`config.mk`:
```
export PLATFORM = sky130hd
export DESIGN_NAME = rr_vn_p_arbiter_flat
export DESIGN_NICKNAME = d
export VERILOG_FILES = /design/src/rtl/rr_vn_p_arbiter_pkg.sv /design/src/rtl/rr_vn_p_arbiter_if.sv /design/src/rtl/rr_vn_p_rot.sv /design/src/rtl/rr_vn_p_arbiter.sv /design/src/flat_wrapper.sv
export SDC_FILE = /design/constraint.sdc
export NUM_CORES = 1
export LEC_CHECK = 0
export ABC_AREA = 1
export CORE_UTILIZATION = 53
export DETAILED_ROUTE_END_ITERATION = 8
export PLACE_DENSITY = 0.88
export SETUP_SLACK_MARGIN = 0.15
export SLEW_MARGIN = 10
export SYNTH_ARGS = -nofsm -noshare
export SYNTH_HDL_FRONTEND = slang
export SYNTH_HIERARCHICAL = 1
export SYNTH_SLANG_ARGS = --single-unit
```
`constraint.sdc`:
```
create_clock -name clk -period 6.1 [get_ports clk]
set_clock_uncertainty 0.2 [all_clocks]
set_input_delay 0.61 -clock clk [delete_from_list [all_inputs] [get_ports clk]]
set_output_delay 0.61 -clock clk [all_outputs]
set_load 0.02 [all_outputs]
```
`src/rtl/rr_vn_p_arbiter_pkg.sv`:
```
// Shared definitions for the VN/VC round-robin output arbiter:
// index width helper, VN/VC index encoding and the FSM state encoding.
package rr_vn_p_arbiter_pkg;

  // Width of a binary index over n items. Never returns 0, so N==1 still gets a 1-bit pointer.
  function automatic int log2(input int n);
    return (n <= 1) ? 1 : $clog2(n);
  endfunction

  function automatic int vn_vc_idx(input int vn, input int vc, input int num_vc);
    return vn * num_vc + vc;
  endfunction

  typedef enum logic {
    ST_IDLE   = 1'b0,
    ST_LOCKED = 1'b1
  } arb_state_t;

endpackage

```
`src/rtl/rr_vn_p_arbiter_if.sv`:
```
// Request/grant bundle between the input VC buffers (master) and the
// output-port arbiter (slave).
interface rr_vn_p_arbiter_if #(
  parameter int N      = 3,
  parameter int BITS_N = rr_vn_p_arbiter_pkg::log2(N)
);
  logic [N-1:0]      req_i;
  logic [N-1:0]      last_i;
  logic              ready_i;
  logic [N-1:0]      gnt_o;
  logic              gnt_valid_o;
  logic [BITS_N-1:0] gnt_idx_o;
  logic              err_o;

  modport master (
    output req_i, last_i, ready_i,
    input  gnt_o, gnt_valid_o, gnt_idx_o, err_o
  );

  modport slave (
    input  req_i, last_i, ready_i,
    output gnt_o, gnt_valid_o, gnt_idx_o, err_o
  );
endinterface

```
`src/rtl/rr_vn_p_rot.sv`:
```
// N-bit rotate right by amt; amt is always < N, so one conditional
// subtract gives the modulo even when N is not a power of two.
module rr_vn_p_rot #(
  parameter int N      = 3,
  parameter int BITS_N = 2
) (
  input  logic [N-1:0]      din,
  input  logic [BITS_N-1:0] amt,
  output logic [N-1:0]      dout
);

  for (genvar gi = 0; gi < N; gi++) begin : g_bit
    logic [BITS_N-1:0] src;

    always_comb begin
      int sel;
      sel = gi + int'(amt);
      if (sel >= N) sel = sel - N;
      src = BITS_N'(sel);
    end

    assign dout[gi] = din[src];
  end

endmodule

```
`src/rtl/rr_vn_p_arbiter.sv`:
```
// Round-robin output arbiter over NUM_VN*NUM_VC requesters; the grant is
// held for a whole packet and the pointer moves past the holder on release.
module rr_vn_p_arbiter
  import rr_vn_p_arbiter_pkg::*;
#(
  parameter int NUM_VC = 1,
  parameter int NUM_VN = 3
) (
  input  logic               clk,
  input  logic               rst_p,
  rr_vn_p_arbiter_if.slave   bus
);

  localparam int N      = NUM_VC * NUM_VN;
  localparam int BITS_N = log2(N);

  arb_state_t        state_reg, state_next;
  logic [BITS_N-1:0] ptr_reg, ptr_next;
  logic [BITS_N-1:0] holder_reg, holder_next;
  logic [N-1:0]      gnt_reg, gnt_next;
  logic              valid_reg, valid_next;
  logic              err_reg, err_next;

  logic [BITS_N-1:0] holder_inc;
  logic [BITS_N-1:0] arb_ptr;
  logic [N-1:0]      rr;
  logic [BITS_N-1:0] off;
  logic [BITS_N-1:0] win;
  logic              any_req;
  logic              rel;
  logic              do_grant;

  assign any_req    = |bus.req_i;
  assign holder_inc = (holder_reg == BITS_N'(N - 1)) ? '0 : holder_reg + 1'b1;
  // While locked, the only grant that can happen is a regrant after release,
  // which arbitrates from the slot just past the holder.
  assign arb_ptr    = (state_reg == ST_LOCKED) ? holder_inc : ptr_reg;

  rr_vn_p_rot #(.N(N), .BITS_N(BITS_N)) u_rot (
    .din  (bus.req_i),
    .amt  (arb_ptr),
    .dout (rr)
  );

  always_comb begin
    off = '0;
    for (int i = N - 1; i >= 0; i--) begin
      if (rr[i]) off = BITS_N'(i);
    end
  end

  always_comb begin
    int sum;
    sum = int'(arb_ptr) + int'(off);
    if (sum >= N) sum = sum - N;
    win = BITS_N'(sum);
  end

  always_comb begin
    state_next  = state_reg;
    ptr_next    = ptr_reg;
    holder_next = holder_reg;
    gnt_next    = gnt_reg;
    valid_next  = valid_reg;
    err_next    = 1'b0;
    rel         = 1'b0;

    if (state_reg == ST_LOCKED) begin
      // Abort takes precedence and ignores ready_i.
      if (!bus.req_i[holder_reg]) begin
        err_next = 1'b1;
        rel      = 1'b1;
      end else if (valid_reg && bus.ready_i && bus.last_i[holder_reg]) begin
        rel = 1'b1;
      end
    end

    do_grant = any_req && (rel || (state_reg == ST_IDLE));

    if (rel) begin
      ptr_next    = holder_inc;
      state_next  = ST_IDLE;
      gnt_next    = '0;
      valid_next  = 1'b0;
      holder_next = '0;
    end

    if (do_grant) begin
      gnt_next      = '0;
      gnt_next[win] = 1'b1;
      holder_next   = win;
      valid_next    = 1'b1;
      state_next    = ST_LOCKED;
    end
  end

  always_ff @(posedge clk) begin
    if (rst_p) begin
      state_reg  <= ST_IDLE;
      ptr_reg    <= '0;
      holder_reg <= '0;
      gnt_reg    <= '0;
      valid_reg  <= 1'b0;
      err_reg    <= 1'b0;
    end else begin
      state_reg  <= state_next;
      ptr_reg    <= ptr_next;
      holder_reg <= holder_next;
      gnt_reg    <= gnt_next;
      valid_reg  <= valid_next;
      err_reg    <= err_next;
    end
  end

  assign bus.gnt_o       = gnt_reg;
  assign bus.gnt_valid_o = valid_reg;
  assign bus.gnt_idx_o   = holder_reg;
  assign bus.err_o       = err_reg;

endmodule

```
`src/flat_wrapper.sv`:
```
// flat-port wrapper written by rule: the top's interface ports become plain ports
module rr_vn_p_arbiter_flat import rr_vn_p_arbiter_pkg::*;
#(
  parameter int NUM_VC = 1,
  parameter int NUM_VN = 3
)
  (clk, rst_p, bus_req_i, bus_last_i, bus_ready_i, bus_gnt_o, bus_gnt_valid_o, bus_gnt_idx_o, bus_err_o);
  rr_vn_p_arbiter_if #(.N(3), .BITS_N(2)) bus_i ();
  input  logic clk;
  input  logic rst_p;
  input wire logic [$bits(bus_i.req_i)-1:0] bus_req_i;
  input wire logic [$bits(bus_i.last_i)-1:0] bus_last_i;
  input wire logic [$bits(bus_i.ready_i)-1:0] bus_ready_i;
  output wire logic [$bits(bus_i.gnt_o)-1:0] bus_gnt_o;
  output wire logic [$bits(bus_i.gnt_valid_o)-1:0] bus_gnt_valid_o;
  output wire logic [$bits(bus_i.gnt_idx_o)-1:0] bus_gnt_idx_o;
  output wire logic [$bits(bus_i.err_o)-1:0] bus_err_o;
  assign bus_i.req_i = bus_req_i;
  assign bus_i.last_i = bus_last_i;
  assign bus_i.ready_i = bus_ready_i;
  assign bus_gnt_o = bus_i.gnt_o;
  assign bus_gnt_valid_o = bus_i.gnt_valid_o;
  assign bus_gnt_idx_o = bus_i.gnt_idx_o;
  assign bus_err_o = bus_i.err_o;
  rr_vn_p_arbiter #(.NUM_VC(NUM_VC), .NUM_VN(NUM_VN)) u_core (.clk(clk), .rst_p(rst_p), .bus(bus_i));
endmodule
```
### Word-level counts from Yosys, hierarchy flattened

Cells that the tools add are included.

| word-level totals | value |
|---|---|
| bits in registers | 9 |
| bits in latches | 0 |
| memory bits (writable) | 0 |
| memory bits (read-only) | 0 |
| bits of input ports | 9 |
| word-level logic and storage cells | 64 |
| memories kept | 0 |

| operators by class | value |
|---|---|
| add/subtract/negate cells | 8 |
| multipliers | 0 |
| divide/modulo/power cells | 0 |
| magnitude comparators | 10 |
| equality and inequality tests | 1 |
| shift operators | 0 |
| multiplexer cells | 31 |
| bitwise gates (word level) | 1 |
| reductions and logical operators | 8 |

Operators with widths:

| cell | count |
|---|---|
| 2-bit 2-to-1 mux | 11 |
| 2-bit by 3-bit less-than comparator with 1-bit output, second input constant | 5 |
| 1-bit 2-to-1 mux | 12 |
| 1-bit binary-select mux with 2-bit select | 5 |
| 3-bit by 2-bit >= comparator with 1-bit output, second input constant | 3 |
| 3-bit 2-to-1 mux | 2 |
| 2-bit subtractor, second input constant | 3 |
| 1-bit logical AND | 4 |
| 1-bit by 2-bit adder with 3-bit output, first input constant | 1 |
| 2-bit by 2-bit adder with 3-bit output | 1 |
| 2-bit by 2-bit adder with 3-bit output, first input constant | 1 |
| 3-bit OR reduction | 1 |
| 2-bit by 1-bit adder with 2-bit output, second input constant | 1 |
| 1-bit demux with 2-bit select | 1 |
| 2-bit == test, second input constant | 1 |
| 2-bit by 1-bit >= comparator with 1-bit output, second input constant | 1 |
| 2-bit >= comparator, second input constant | 1 |
| 2-bit nonzero test | 1 |
| 2-bit OR reduction | 1 |
| 2-bit by 1-bit subtractor with 2-bit output, second input constant | 1 |
| 1-bit logical OR | 1 |
| 1-bit NOT | 1 |

### Logic depth before layout (Yosys ltp)

Gate-level depths: netlist of run 1.

| depth | value |
|---|---|
| depth after elaboration | 19 |
| mapped depth | 25 |

### By module

The synthesis of run 1 kept the hierarchy.

Modules (own cells, without submodules):

| module | instances | cells each | area an instance (µm²) |
|---|---|---|---|
| rr_vn_p_arbiter | 1 | 93 | 598.1 |
| rr_vn_p_rot | 1 | 28 | 157.7 |

### Worst setup path before layout of run 1

Ideal clock, no wire load.

| timing | value |
|---|---|
| path kind | reg2reg |
| start point | register u_core.holder_reg[1] (netlist: u_core/bus.gnt_idx_o[1]) |
| end point | register u_core.gnt_reg[1] (netlist: u_core/bus.gnt_o[1]) |
| data arrival time | 3.075 ns |
| data required time | 5.830 ns |
| setup slack | 2.755 ns |
| cell stages (with the launch flop) | 24 |
| path buffers | 0 |
| cell sequence | dfxtp_1 -> nor2_1 -> inv_1 -> nand2_1 -> o21ai_0 -> inv_1 -> ha_1 -> inv_2 -> nand3_1 -> nand2_2 -> inv_1 -> nor2_1 -> ha_1 -> inv_1 -> fa_1 -> inv_1 -> ha_1 -> inv_1 -> nand4_1 -> nand2_1 -> inv_1 -> nor2_1 -> nand3_1 -> a21oi_1 |

| between the ends | value |
|---|---|
| elaborated cells between the ends (all ways) | 45 |
| those cells by class | add/sub: 8; order compare: 6; eq/ne: 1; mux: 25; reduce/logical: 5 |

RTL lines:

| element | line | text |
|---|---|---|
| from (decl) | rr_vn_p_arbiter.sv:19 | `logic [BITS_N-1:0] holder_reg, holder_next;` |
| from (signal assigned) | rr_vn_p_arbiter.sv:108 | `holder_reg <= holder_next;` |
| 2-bit by 1-bit adder with 2-bit output or 2-bit == test (tied branches) | rr_vn_p_arbiter.sv:34 | `assign holder_inc = (holder_reg == BITS_N'(N - 1)) ? '0 : holder_reg + 1'b1;` |
| 2-bit 2-to-1 mux * | rr_vn_p_arbiter.sv:34 |  |
| 2-bit 2-to-1 mux * | rr_vn_p_arbiter.sv:37 | `assign arb_ptr = (state_reg == ST_LOCKED) ? holder_inc : ptr_reg;` |
| via u_core.arb_ptr[1] | rr_vn_p_arbiter.sv:25 | `logic [BITS_N-1:0] arb_ptr;` |
| 1-bit by 2-bit adder with 3-bit output * | rr_vn_p_rot.sv:17 | `sel = gi + int'(amt);` |
| 3-bit by 2-bit >= comparator with 1-bit output or 2-bit subtractor (tied branches) | rr_vn_p_rot.sv:18 | `if (sel >= N) sel = sel - N;` |
| 2-bit 2-to-1 mux * | rr_vn_p_rot.sv:18 |  |
| 1-bit binary-select mux with 2-bit select * | rr_vn_p_rot.sv:22 | `assign dout[gi] = din[src];` |
| [1 not listed] | -- |  |
| via u_core.rr[1] | rr_vn_p_arbiter.sv:26 | `logic [N-1:0] rr;` |
| [2 not listed] | -- |  |
| 2-bit by 2-bit adder with 3-bit output * | rr_vn_p_arbiter.sv:54 | `sum = int'(arb_ptr) + int'(off);` |
| 3-bit by 2-bit >= comparator with 1-bit output or 2-bit by 1-bit subtractor with 2-bit output (tied branches) | rr_vn_p_arbiter.sv:55 | `if (sum >= N) sum = sum - N;` |
| 2-bit 2-to-1 mux * | rr_vn_p_arbiter.sv:55 |  |
| 2-bit by 3-bit less-than comparator with 1-bit output (implied by the code) or 2-bit by 1-bit >= comparator with 1-bit output (tied branches) | rr_vn_p_arbiter.sv:90 | `gnt_next[win] = 1'b1;` |
| 1-bit logical AND (implied by the code) | rr_vn_p_arbiter.sv:90 |  |
| 1-bit 2-to-1 mux (implied by the code) | rr_vn_p_arbiter.sv:90 |  |
| 1-bit demux with 2-bit select * | -- |  |
| 3-bit 2-to-1 mux * | rr_vn_p_arbiter.sv:88 | `if (do_grant) begin` |
| to (signal assigned) | rr_vn_p_arbiter.sv:109 | `gnt_reg <= gnt_next;` |
| to (decl) | rr_vn_p_arbiter.sv:20 | `logic [N-1:0] gnt_reg, gnt_next;` |

The timed path passes the listed nets; every way through them passes the cells marked *. The select of a mux whose other input is x is not followed.
A chain may end at the register's enable or synchronous reset.

### Worst setup path after layout of run 1

| timing | value |
|---|---|
| start point | register u_core.holder_reg[0] (netlist: u_core/bus.gnt_idx_o[0]) |
| end point | register u_core.gnt_reg[1] (netlist: u_core/bus.gnt_o[1]) |

Same word-level chain as after synthesis.

==> results of run 1 <==
cells by family after synthesis:
kind of cell / after synthesis / synth area share
simple gates: 64 / 0.411
buf+inv: 28 / 0.139
compound gates: 13 / 0.0861
flops: 9 / 0.238
fa+ha+maj: 7 / 0.126
power by group through the flow:
stage	Clock [uW]	Sequential, uW	Combinational, uW
after floorplan	0	93.8	188
after global placement	0	84.1	249
after detailed placement	0	84.7	260
after CTS	45.7	83.5	262
after global routing	49.9	85.4	296
final	44.4	83.6	262
cell usage in the layout (no fill, tap or decap):
master            n
a21oi_1           9
clkbuf_4          3
clkdlybuf4s50_1  15
clkinv_1          1
clkinv_2          1
dfxtp_1           9
fa_1              1
ha_1              6
inv_1            25
inv_2             2
nand2_1          25
nand2_2           6
nand2_4           1
nand3_1          14
nand3_2           2
nand4_1           7
nor2_1            9
o21ai_0           2
o21ai_1           2
stage by stage:
step	instance area, um2	std cells	util
3_5_place_dp	925	151	0.702
4_1_cts	952	155	0.723
5_1_grt	952	155	0.723
3_3_place_gp	925	151	0.702
2_1_floorplan	756	121	-
6_report	952	155	0.723
layer usage:
layer,wire length (um),share of wire,track usage
met1,739,0.44,0.258
met2,782,0.47,0.447
met3,97,0.058,0.0795
met4,56,0.033,0.0776
met5,0,0,0
path summary, 6_finish.rpt:
kind / from / to / cells after the start
hold / removal: u_core/bus.gnt_o[2]$_SDFFE_PP0P_ / u_core/bus.gnt_o[2]$_SDFFE_PP0P_ / 2
setup / recovery: u_core/bus.gnt_idx_o[0]$_SDFFE_PP0P_ / u_core/bus.gnt_o[1]$_SDFFE_PP0P_ / 24
setup reg to reg: u_core/bus.gnt_idx_o[0]$_SDFFE_PP0P_ / u_core/bus.gnt_o[1]$_SDFFE_PP0P_ / 24
hold reg to reg: u_core/bus.gnt_o[2]$_SDFFE_PP0P_ / u_core/bus.gnt_o[2]$_SDFFE_PP0P_ / 2
worst reg2reg max path: stages (launching register included):
cell and delay [ns]:
dfxtp_1 0.42, inv_2 0.07, nor2_1 0.15, inv_1 0.07, nand2_1 0.05, o21ai_0 0.14, inv_1 0.14, ha_1 0.27
nand2_1 0.11, nand3_2 0.10, nand2_2 0.07, inv_1 0.04, nor2_1 0.09, ha_1 0.15, inv_1 0.04, fa_1 0.50
inv_1 0.08, ha_1 0.19, inv_1 0.09, nand4_1 0.08, nand2_1 0.13, inv_1 0.05, nor2_1 0.09, nand3_1 0.08
a21oi_1 0.12
area by class of cell:
cell class	instances	area, um2
fillers	117	365
clock buffers	3	22.5
inverters	28	105
clock inverters	1	5.00
multi-input cells	84	470
repair buffers	15	150
flip-flops and latches	9	180
well taps	15	18.8
==> impl_results.md, run 1 <==
* Status: finished clean
* Worst path top cell family by delay: adder cells
* Die ar. at 1580 um2
* Synthesis-stage register bit count at 9
* Maximum clock frequency at ~0.28 GHz
* CTS tree: yes
* Ys flop type: dfxtp_1
* Worst Path Buf+Inv at 8
* Synth cell types at 16
* Initial DRC Count at 12
* CTS resizes at 0
* Static Leak at 0.000498 uW
* Starting density of the core at 0.574
* Area leader, netlist: dfxtp_1
* Synth-to-Final Area Change at 26.0%
* Final period demand of the worst path at 3.59 ns
* Wire per inst at around 11 um
* Final Power at ~390 uW
* Tcrit/Tclk final at 0.588
* Clock transition at the registers of the reported paths at 0.06 ns
* Fraction of layout cells with a size suffix above 1 at 0.107
* Ys async rst share at 0
* Worst path most repeated cell: inv_1
* Remaining DRCs at 0
* Nature of the critical path endpoint: flop
* Port Buf Inserts at 15
* Clock insertion delay at the later pin of the skew report at approximately 0.26 ns
* Final TNS setup at 0 ns
* Drt first pass iters at 4
* Synthesized area per cell at 6.25 um2
* Syn Nets at 137
* Sequential power share at 0.215
* Power density cells at 409 nW/um2
* Core area at 1320 um2
* Rows at 13
* Global-route wire length before repair at 2620 um
* Critical path class: flop to flop
* Gp weighted congestion at 0.841
* VDD IR max at ~260 uV
* Die height at 39.8 um
* Via count at 824
* EDFF count, synth at 0
* CTS sink count at 9
* DP Worst Slack at 2.54 ns
* Inserted Diodes at 0
* Tightest Pin Transition at 0.335 ns
* CTS Buf Count at 3
* CTS Hold Buffers Added at 0
* IO Pins at 16
* Antenna Nets Post-Route at 0
* DPL Wire Length at 1380 um
* Post-synth top cells: inv_1, nand2_1, nand3_1
* Setup repair bufs after CTS at 0
* Max FFs per register at 3
* Mapped Cells at 121
* CP max-delay cell: fa_1
* Grt ovf at 0
* Yosys top cell area share at 0.238
* Gr usage total at 0.244
* CP Max Fanout at 5
* Clock power frac at 0.114
* Final Hold Fails at 0
* RSZ-0062 raised after global routing: no
* Die Width at 39.8 um
* Fin nets at 157
* Sw frac at 0.484
* CP Cell Sequence: inv_2 -> nor2_1 -> inv_1 -> nand2_1 -> o21ai_0 -> inv_1 -> ha_1 -> nand2_1 -> nand3_2 -> nand2_2 -> inv_1 -> nor2_1 -> ha_1 -> inv_1 -> fa_1 -> inv_1 -> ha_1 -> inv_1 -> nand4_1 -> nand2_1 -> inv_1 -> nor2_1 -> nand3_1 -> a21oi_1
* CP max stage delay at 0.50 ns
* Largest net degree at the start of global routing at 9
* Worst Setup Start Kind: flop
* Largest cells by area after synthesis: dfxtp_1, inv_1, nand2_1, ha_1, nand3_1
* Cell-internal power at 201 uW
* Maxcap violations at 0
* Antenna violations before repair at 0
* Slew Limit Fails at 0
* Rel. slew slack at 0.775
* H-tree Lvls at 1
* Flop2flop setup slack at 2.51 ns
* Ys Warns at 6
* Comb pwr share at 0.671
* Maximum clock path buffer count at 2
* Sequential element share of the synthesized area at 0.238
* WL final at around 1700 um
* Via-to-Cell Ratio at 5.32
* Req. time, crit path at 6.09 ns
* Worst Hold Class: flop to flop
* Vias in the first global route at 719
* Hold Slack at roughly 0.29 ns
* Critical path arrival at 3.58 ns
* Mapped Area at 756 um2
* Fin worst setup slack at ~2.5 ns
* P_sw at 189 uW
* Root cell of the clock tree: clkbuf_4
* Final Setup Violations at 0
Power figures use the tool's default switching activity.
==> inputs of run 2 (changes only) <==
--- a/config.mk
+++ b/config.mk
@@ -6,9 +6,9 @@
 export NUM_CORES = 1
 export LEC_CHECK = 0
 export ABC_AREA = 1
-export CORE_UTILIZATION = 53
+export CORE_UTILIZATION = 49
 export DETAILED_ROUTE_END_ITERATION = 8
-export PLACE_DENSITY = 0.88
+export PLACE_DENSITY = 0.82
 export SETUP_SLACK_MARGIN = 0.15
 export SLEW_MARGIN = 10
 export SYNTH_ARGS = -nofsm -noshare
==> constraint.sdc (replaced) <==
create_clock -name clk -period 3.5 [get_ports clk]
set_clock_uncertainty 0.2 [all_clocks]
set_input_delay 0.35 -clock clk [delete_from_list [all_inputs] [get_ports clk]]
set_output_delay 0.35 -clock clk [all_outputs]
set_load 0.02 [all_outputs]
==> run 2 against run 1 <==
  * The run now ends with design-rule violations left
  * Cell count up 5.8%
  * Power up 140%
  * Worst setup slack worse by 2.4 ns
  * Non-clock buffer count up 9
  * Combinational power rose to 2.7 times the previous value
  * Highest routed layer unchanged
==> impl_results.md, run 2 (synthesis results as in run 1) <==
* Status: complete, but fails checks (was finished clean)
* Failing checks: design-rule violations
* Clock power frac at 0.090 (was 0.114)
* Antenna violations before repair at 0 (unchanged)
* Clock transition at the registers of the reported paths at 0.07 ns (was 0.06 ns)
* Req. time, crit path at 3.50 ns (was 6.09 ns)
* DP Worst Slack at 0.0146 ns (was 2.54 ns)
* Worst path most repeated cell: nand2_2 (was inv_1)
* Fraction of layout cells with a size suffix above 1 at 0.389 (was 0.107)
* CP max-delay cell: fa_1 (unchanged)
* Vias in the first global route at 617 (was 719)
* Final TNS setup at 0 ns (unchanged)
* Final period demand of the worst path at 3.35 ns (was 3.59 ns)
* Critical path arrival at 3.35 ns (was 3.58 ns)
* Die height at 41.3 um (was 39.8 um)
* Via count at 910 (was 824)
* CTS sink count at 9 (unchanged)
* DPL Wire Length at 1340 um (was 1380 um)
* Nature of the critical path endpoint: flop (unchanged)
* Gp weighted congestion at 0.809 (was 0.841)
* CTS Buf Count at 3 (unchanged)
* Inserted Diodes at 0 (unchanged)
* IO Pins at 16 (unchanged)
* Cells after DPL at 153 (was 151)
* CP max stage delay at 0.57 ns (was 0.50 ns)
* CTS Hold Buffers Added at 0 (unchanged)
* Die Width at 41.3 um (was 39.8 um)
* Clock insertion delay at the later pin of the skew report at 0.27 ns (was 0.26 ns)
* Fin nets at 166 (was 157)
* Maxcap violations at 0 (unchanged)
* Tcrit/Tclk final at 0.958 (was 0.588)
* Most frequent cells in the layout: nand2_1, clkdlybuf4s50_1, inv_1 (was nand2_1, inv_1, clkdlybuf4s50_1)
* Max FFs per register at 3 (unchanged)
* Rows at 13 (unchanged)
* Initial DRC Count at 42 (was 12)
* Gr usage total at 0.228 (was 0.244)
* Sequential power share at 0.161 (was 0.215)
* Rel. slew slack at 0.829 (was 0.775)
* Tightest Pin Transition at 0.256 ns (was 0.335 ns)
* Synth-to-Final Area Change at 52.5% (was 26.0%)
* Final Power at 944 uW (was 390 uW)
* Core area at 1370 um2 (was 1320 um2)
* Slew Limit Fails at 0 (unchanged)
* Wire per inst at 13.7 um (was 10.8 um)
* WL final at 2250 um (was 1680 um)
* Worst Hold Class: flop to flop (unchanged)
* VDD IR max at 602 uV (was 263 uV)
* Worst Path Buf+Inv at 6 (was 8)
* Root cell of the clock tree: clkbuf_4 (unchanged)
* Remaining DRCs at 1 (was 0)
* Comb pwr share at 0.749 (was 0.671)
* Final Hold Fails at 0 (unchanged)
* Static Leak at 0.000546 uW (was 0.000498 uW)
* Maximum clock path buffer count at 2 (unchanged)
* Sw frac at 0.487 (was 0.484)
* P_sw at 460 uW (was 189 uW)
* Via-to-Cell Ratio at 5.55 (was 5.32)
* Starting density of the core at 0.553 (was 0.574)
* Post-route insts no fill at 164 (was 155)
* H-tree Lvls at 1 (unchanged)
* Critical path class: flop to flop (unchanged)
* Grt ovf at 0 (unchanged)
* CP Cell Sequence: nor2_4 -> nand2_2 -> nand2_4 -> inv_2 -> ha_4 -> inv_4 -> nand2_2 -> nand3_2 -> nand2_2 -> inv_2 -> nor2_4 -> ha_2 -> inv_2 -> fa_1 -> inv_2 -> ha_4 -> inv_4 -> nand3_2 -> nand2_2 -> nand2_2 -> nor2_2 -> nand3_1 -> a21oi_1 (was inv_2 -> nor2_1 -> inv_1 -> nand2_1 -> o21ai_0 -> inv_1 -> ha_1 -> nand2_1 -> nand3_2 -> nand2_2 -> inv_1 -> nor2_1 -> ha_1 -> inv_1 -> fa_1 -> inv_1 -> ha_1 -> inv_1 -> nand4_1 -> nand2_1 -> inv_1 -> nor2_1 -> nand3_1 -> a21oi_1)
* CTS tree: yes (unchanged)
* Fin worst setup slack at 0.148 ns (was 2.51 ns)
* Global-route wire length before repair at 2530 um (was 2620 um)
* Cell-internal power at 484 uW (was 201 uW)
* Final Setup Violations at 0 (unchanged)
* Die ar. at 1700 um2 (was 1580 um2)
* Maximum clock frequency at 0.298 GHz (was 0.279 GHz)
* Worst Setup Start Kind: flop (unchanged)
* Port Buf Inserts at 15 (unchanged)
* Power density cells at 819 nW/um2 (was 409 nW/um2)
* Largest net degree at the start of global routing at 9 (unchanged)
* CP Max Fanout at 4 (was 5)
* Antenna Nets Post-Route at 0 (unchanged)
* RSZ-0062 raised after global routing: yes (was no)
* Drt first pass iters at 6 (was 4)
* Most common cell after layout, fill and taps aside: nand2_1
* Worst path top cell family by delay: adder cells (unchanged)
-- run 2: cell types whose count changed in the layout (fill, tap and decap cells not counted), sizes merged --
cell | before | now
buf | 0 | 9
clkbuf | 3 | 4
clkinv | 2 | 1
-- run 2: power groups by stage --
stage                     clock [uW]  sequential (uW)  combinational, uW
after floorplan                    0              164                328
after global placement             0              144                442
after detailed placement           0              145                459
after CTS                       83.5              146                489
after global routing            91.9              154                766
final                           85.1              152                707
-- run 2: final cells by class --
cell class	instances	area [um2]
well taps	15	18.8
inverters	28	113
multi-input cells	84	586
repair buffers	24	218
fillers	92	214
flip-flops and latches	9	191
clock buffers	4	26.3
-- run 2: worst register-to-register path: cells and delay by family (launching register included) --
| family | cells | cell delay [ns] |
|---|---|---|
| compound gates | 1 | 0.14 |
| simple gates | 12 | 1.06 |
| buf+inv | 6 | 0.31 |
| fa+ha+maj | 4 | 1.20 |
| flops | 1 | 0.37 |
-- run 2: per-stage QoR --
step / instance area, um2 / hold slack, ns / utilization
2_1_floorplan: 756 / 0.219 / -
3_3_place_gp: 940 / 0.280 / 0.688
3_5_place_dp: 940 / 0.291 / 0.688
4_1_cts: 995 / 0.299 / 0.728
5_1_grt: 1150 / 0.332 / 0.843
6_report: 1150 / 0.293 / 0.843
-- run 2: timing repair --
item / in CTS / in global routing
pin swaps: 1 / 19
gates resized for setup: 14 / 35
hold endpoints to repair: 0 / 0
setup buffers: 0 / 7
setup endpoints to repair: 5 / 5
-- run 2: path summary, 6_finish.rpt --
| check | end | slack [ns] | startpoint | depth (start not counted) |
|---|---|---|---|---|
| worst max-delay path | u_core/bus.gnt_o[1]$_SDFFE_PP0P_ | 0.15 | u_core/bus.gnt_idx_o[1]$_SDFFE_PP0P_ | 23 |
| worst min-delay path | u_core/bus.gnt_o[0]$_SDFFE_PP0P_ | 0.29 | u_core/bus.gnt_o[0]$_SDFFE_PP0P_ | 2 |
| worst max register to register | u_core/bus.gnt_o[1]$_SDFFE_PP0P_ | 0.15 | u_core/bus.gnt_idx_o[1]$_SDFFE_PP0P_ | 23 |
| worst min register to register | u_core/bus.gnt_o[0]$_SDFFE_PP0P_ | 0.29 | u_core/bus.gnt_o[0]$_SDFFE_PP0P_ | 2 |
-- run 2: routing by layer --
metal / vias to the layer above / global-route usage / wire [um]
met3: 10 / 0.0652 / 174
met2: 47 / 0.336 / 1040
met5: - / 0 / 0
li1: 444 / - / -
met1: 409 / 0.302 / 961
met4: 0 / 0.105 / 73
==> inputs of run 3 (changes only) <==
--- a/config.mk
+++ b/config.mk
@@ -6,6 +6,7 @@
 export NUM_CORES = 1
 export LEC_CHECK = 0
 export ABC_AREA = 1
+export CORE_MARGIN = 2
 export CORE_UTILIZATION = 49
 export DETAILED_ROUTE_END_ITERATION = 8
 export PLACE_DENSITY = 0.82
==> constraint.sdc (replaced) <==
create_clock -name clk -period 3.19 [get_ports clk]
set_clock_uncertainty 0.2 [all_clocks]
set_input_delay 0.319 -clock clk [delete_from_list [all_inputs] [get_ports clk]]
set_output_delay 0.319 -clock clk [all_outputs]
set_load 0.02 [all_outputs]
==> run 3 against run 2 <==
  * The flow finishes with violations (negative setup slack)
  * Wire length is 7.5% higher
  * Cell count is 7.9% higher
  * Clock-buffer cell count stayed put
  * Non-clock buffer count is 12 higher
  * Die area is 9.9% higher
  * First-iteration DRC count is 2.4% higher
  * Critical path depth is 1 higher
  * Design area is 7.7% higher
==> impl_results.md, run 3 (synthesis results as in run 1) <==
* Power density cells at 876 nW/um2 (was 819 nW/um2)
* CP Max Fanout at 4 (unchanged)
* Post-DP Area at 1010 um2 (was 940 um2)
* VDD IR max at 659 uV (was 602 uV)
* Die Width at 43.3 um (was 41.3 um)
* Static Leak at 0.000606 uW (was 0.000546 uW)
* Status: complete, but fails checks (unchanged)
* Failing checks: negative setup slack (was design-rule violations)
* Maxcap violations at 0 (unchanged)
* Tcrit/Tclk final at 1.01 (was 0.958)
* Max FFs per register at 3 (unchanged)
* Final TNS setup at -0.0615 ns (was 0 ns)
* Root cell of the clock tree: clkbuf_4 (unchanged)
* Inserted Diodes at 0 (unchanged)
* Die ar. at 1870 um2 (was 1700 um2)
* Most common cell after layout, fill and taps aside: buf_4 (was nand2_1)
* Final Setup Violations at 2 (was 0)
* Fin nets at 178 (was 166)
* Rel. slew slack at 0.791 (was 0.829)
* Worst Hold Class: flop to flop (unchanged)
* Die height at 43.3 um (was 41.3 um)
* Via count at 963 (was 910)
* Grt ovf at 0 (unchanged)
* Wire per inst at 13.6 um (was 13.7 um)
* Global-route wire length before repair at 3700 um (was 2530 um)
* Slew Limit Fails at 0 (unchanged)
* Gp weighted congestion at 0.815 (was 0.809)
* Most frequent cells in the layout: buf_4, nand2_1, inv_1 (was nand2_1, clkdlybuf4s50_1, inv_1)
* Vias in the first global route at 891 (was 617)
* CTS Buf Count at 3 (unchanged)
* Port Buf Inserts at 15 (unchanged)
* Clock transition at the registers of the reported paths at 0.07 ns (about the same)
* H-tree Lvls at 1 (unchanged)
* Fraction of layout cells with a size suffix above 1 at 0.441 (was 0.389)
* Synth-to-Final Area Change at 64.2% (was 52.5%)
* Final period demand of the worst path at 3.22 ns (was 3.35 ns)
* Gr usage total at 0.263 (was 0.228)
* Rows at 14 (was 13)
* Req. time, crit path at 3.17 ns (was 3.50 ns)
* Design Area, Final at 1240 um2 (was 1150 um2)
* CTS sink count at 9 (unchanged)
* Largest net degree at the start of global routing at 9 (unchanged)
* Nature of the critical path endpoint: flop (unchanged)
* Maximum clock frequency at 0.310 GHz (was 0.298 GHz)
* WL final at 2410 um (was 2250 um)
* Worst Setup Start Kind: flop (unchanged)
* Antenna Nets Post-Route at 0 (unchanged)
* CTS Hold Buffers Added at 0 (unchanged)
* CTS tree: yes (unchanged)
* Hold Slack at 0.300 ns (was 0.293 ns)
* DP Worst Slack at -0.0541 ns (was 0.0146 ns)
* IO Pins at 16 (unchanged)
* RSZ-0062 raised after global routing: yes (unchanged)
* Fin worst setup slack at -0.0345 ns (was 0.148 ns)
* Worst path most repeated cell: inv_2 (was nand2_2)
* CP Cell Sequence: inv_4 -> nor2_4 -> inv_2 -> nand2_2 -> o21ai_2 -> inv_2 -> ha_4 -> inv_2 -> nand2_2 -> nand3_2 -> nand2_2 -> inv_2 -> nor2_2 -> ha_2 -> inv_2 -> fa_1 -> inv_2 -> ha_4 -> inv_4 -> nand4_1 -> nand2_2 -> buf_4 -> nand3_2 -> a21oi_2 (was nor2_4 -> nand2_2 -> nand2_4 -> inv_2 -> ha_4 -> inv_4 -> nand2_2 -> nand3_2 -> nand2_2 -> inv_2 -> nor2_4 -> ha_2 -> inv_2 -> fa_1 -> inv_2 -> ha_4 -> inv_4 -> nand3_2 -> nand2_2 -> nand2_2 -> nor2_2 -> nand3_1 -> a21oi_1)
* Antenna violations before repair at 0 (unchanged)
* Initial DRC Count at 43 (was 42)
* Final Hold Fails at 0 (unchanged)
* Starting density of the core at 0.514 (was 0.553)
* Critical path arrival at 3.21 ns (was 3.35 ns)
* CP max-delay cell: fa_1 (unchanged)
* DPL Wire Length at 1560 um (was 1340 um)
* Remaining DRCs at 0 (was 1)
* Clock insertion delay at the later pin of the skew report at 0.26 ns (was 0.27 ns)
* Drt first pass iters at 5 (was 6)
* Core area at 1470 um2 (was 1370 um2)
* Maximum clock path buffer count at 2 (unchanged)
* Via-to-Cell Ratio at 5.44 (was 5.55)
* Critical path class: flop to flop (unchanged)
* CP max stage delay at 0.52 ns (was 0.57 ns)
* Tightest Pin Transition at 0.312 ns (was 0.256 ns)
[run 3: changes by cell type in the layout (fill, tap and decap cells not counted), sizes merged]
cell	previous run	this run
buf	9	21
[run 3: cell type report]
| cell class | instances | area, um2 |
|---|---|---|
| Multi-Input combinational cell | 84 | 582 |
| Timing Repair Buffer | 36 | 312 |
| Fill cell | 92 | 230 |
| Sequential cell | 9 | 191 |
| Inverter | 28 | 110 |
| Clock buffer | 4 | 26.3 |
| Tap cell | 16 | 20.0 |
[run 3: worst max-delay path: cells and delay by family (launching register included)]
family | cells | cell delay, ns
compound gates | 2 | 0.21
fa+ha+maj | 4 | 1.14
buf+inv | 9 | 0.56
flops | 1 | 0.37
simple gates | 9 | 0.65
[run 3: path summary, 6_finish.rpt]
path	from	to	slack [ns]	cells past startpoint
max	u_core/bus.gnt_idx_o[0]$_SDFFE_PP0P_	u_core/bus.gnt_idx_o[0]$_SDFFE_PP0P_	-0.03	24
max reg2reg	u_core/bus.gnt_idx_o[0]$_SDFFE_PP0P_	u_core/bus.gnt_idx_o[0]$_SDFFE_PP0P_	-0.03	24
min	u_core/bus.gnt_o[2]$_SDFFE_PP0P_	u_core/bus.gnt_o[2]$_SDFFE_PP0P_	0.30	2
min reg2reg	u_core/bus.gnt_o[2]$_SDFFE_PP0P_	u_core/bus.gnt_o[2]$_SDFFE_PP0P_	0.30	2
[run 3: through the flow]
step                instances  total power, uW  utilization
finish                    177             1090        0.844
global route              177             1170        0.844
CTS                       174              949        0.792
detailed placement        159              720        0.687
global placement          159              693        0.687
floorplan                 121              559            -
[run 3: report_power, final]
part           total [uW]  internal [uW]  leakage [uW]  switching (uW)
Combinational         831            390      0.000515             442
Clock                89.0           48.2     0.0000150            40.8
Sequential            166            143     0.0000760            23.9
[run 3: repair_timing]
item	CTS	global route
setup endpoints to repair	5	5
setup buffers	11	3
pin swaps	17	21
cloned	0	0
resized for setup	17	19
[run 3: layer usage]
layer	up-vias	GRT usage	share of wire
li1	469	-	-
met1	427	0.286	0.37
met2	61	0.507	0.54
met3	6	0.0255	0.062
met4	0	0.0970	0.021
met5	-	0	0
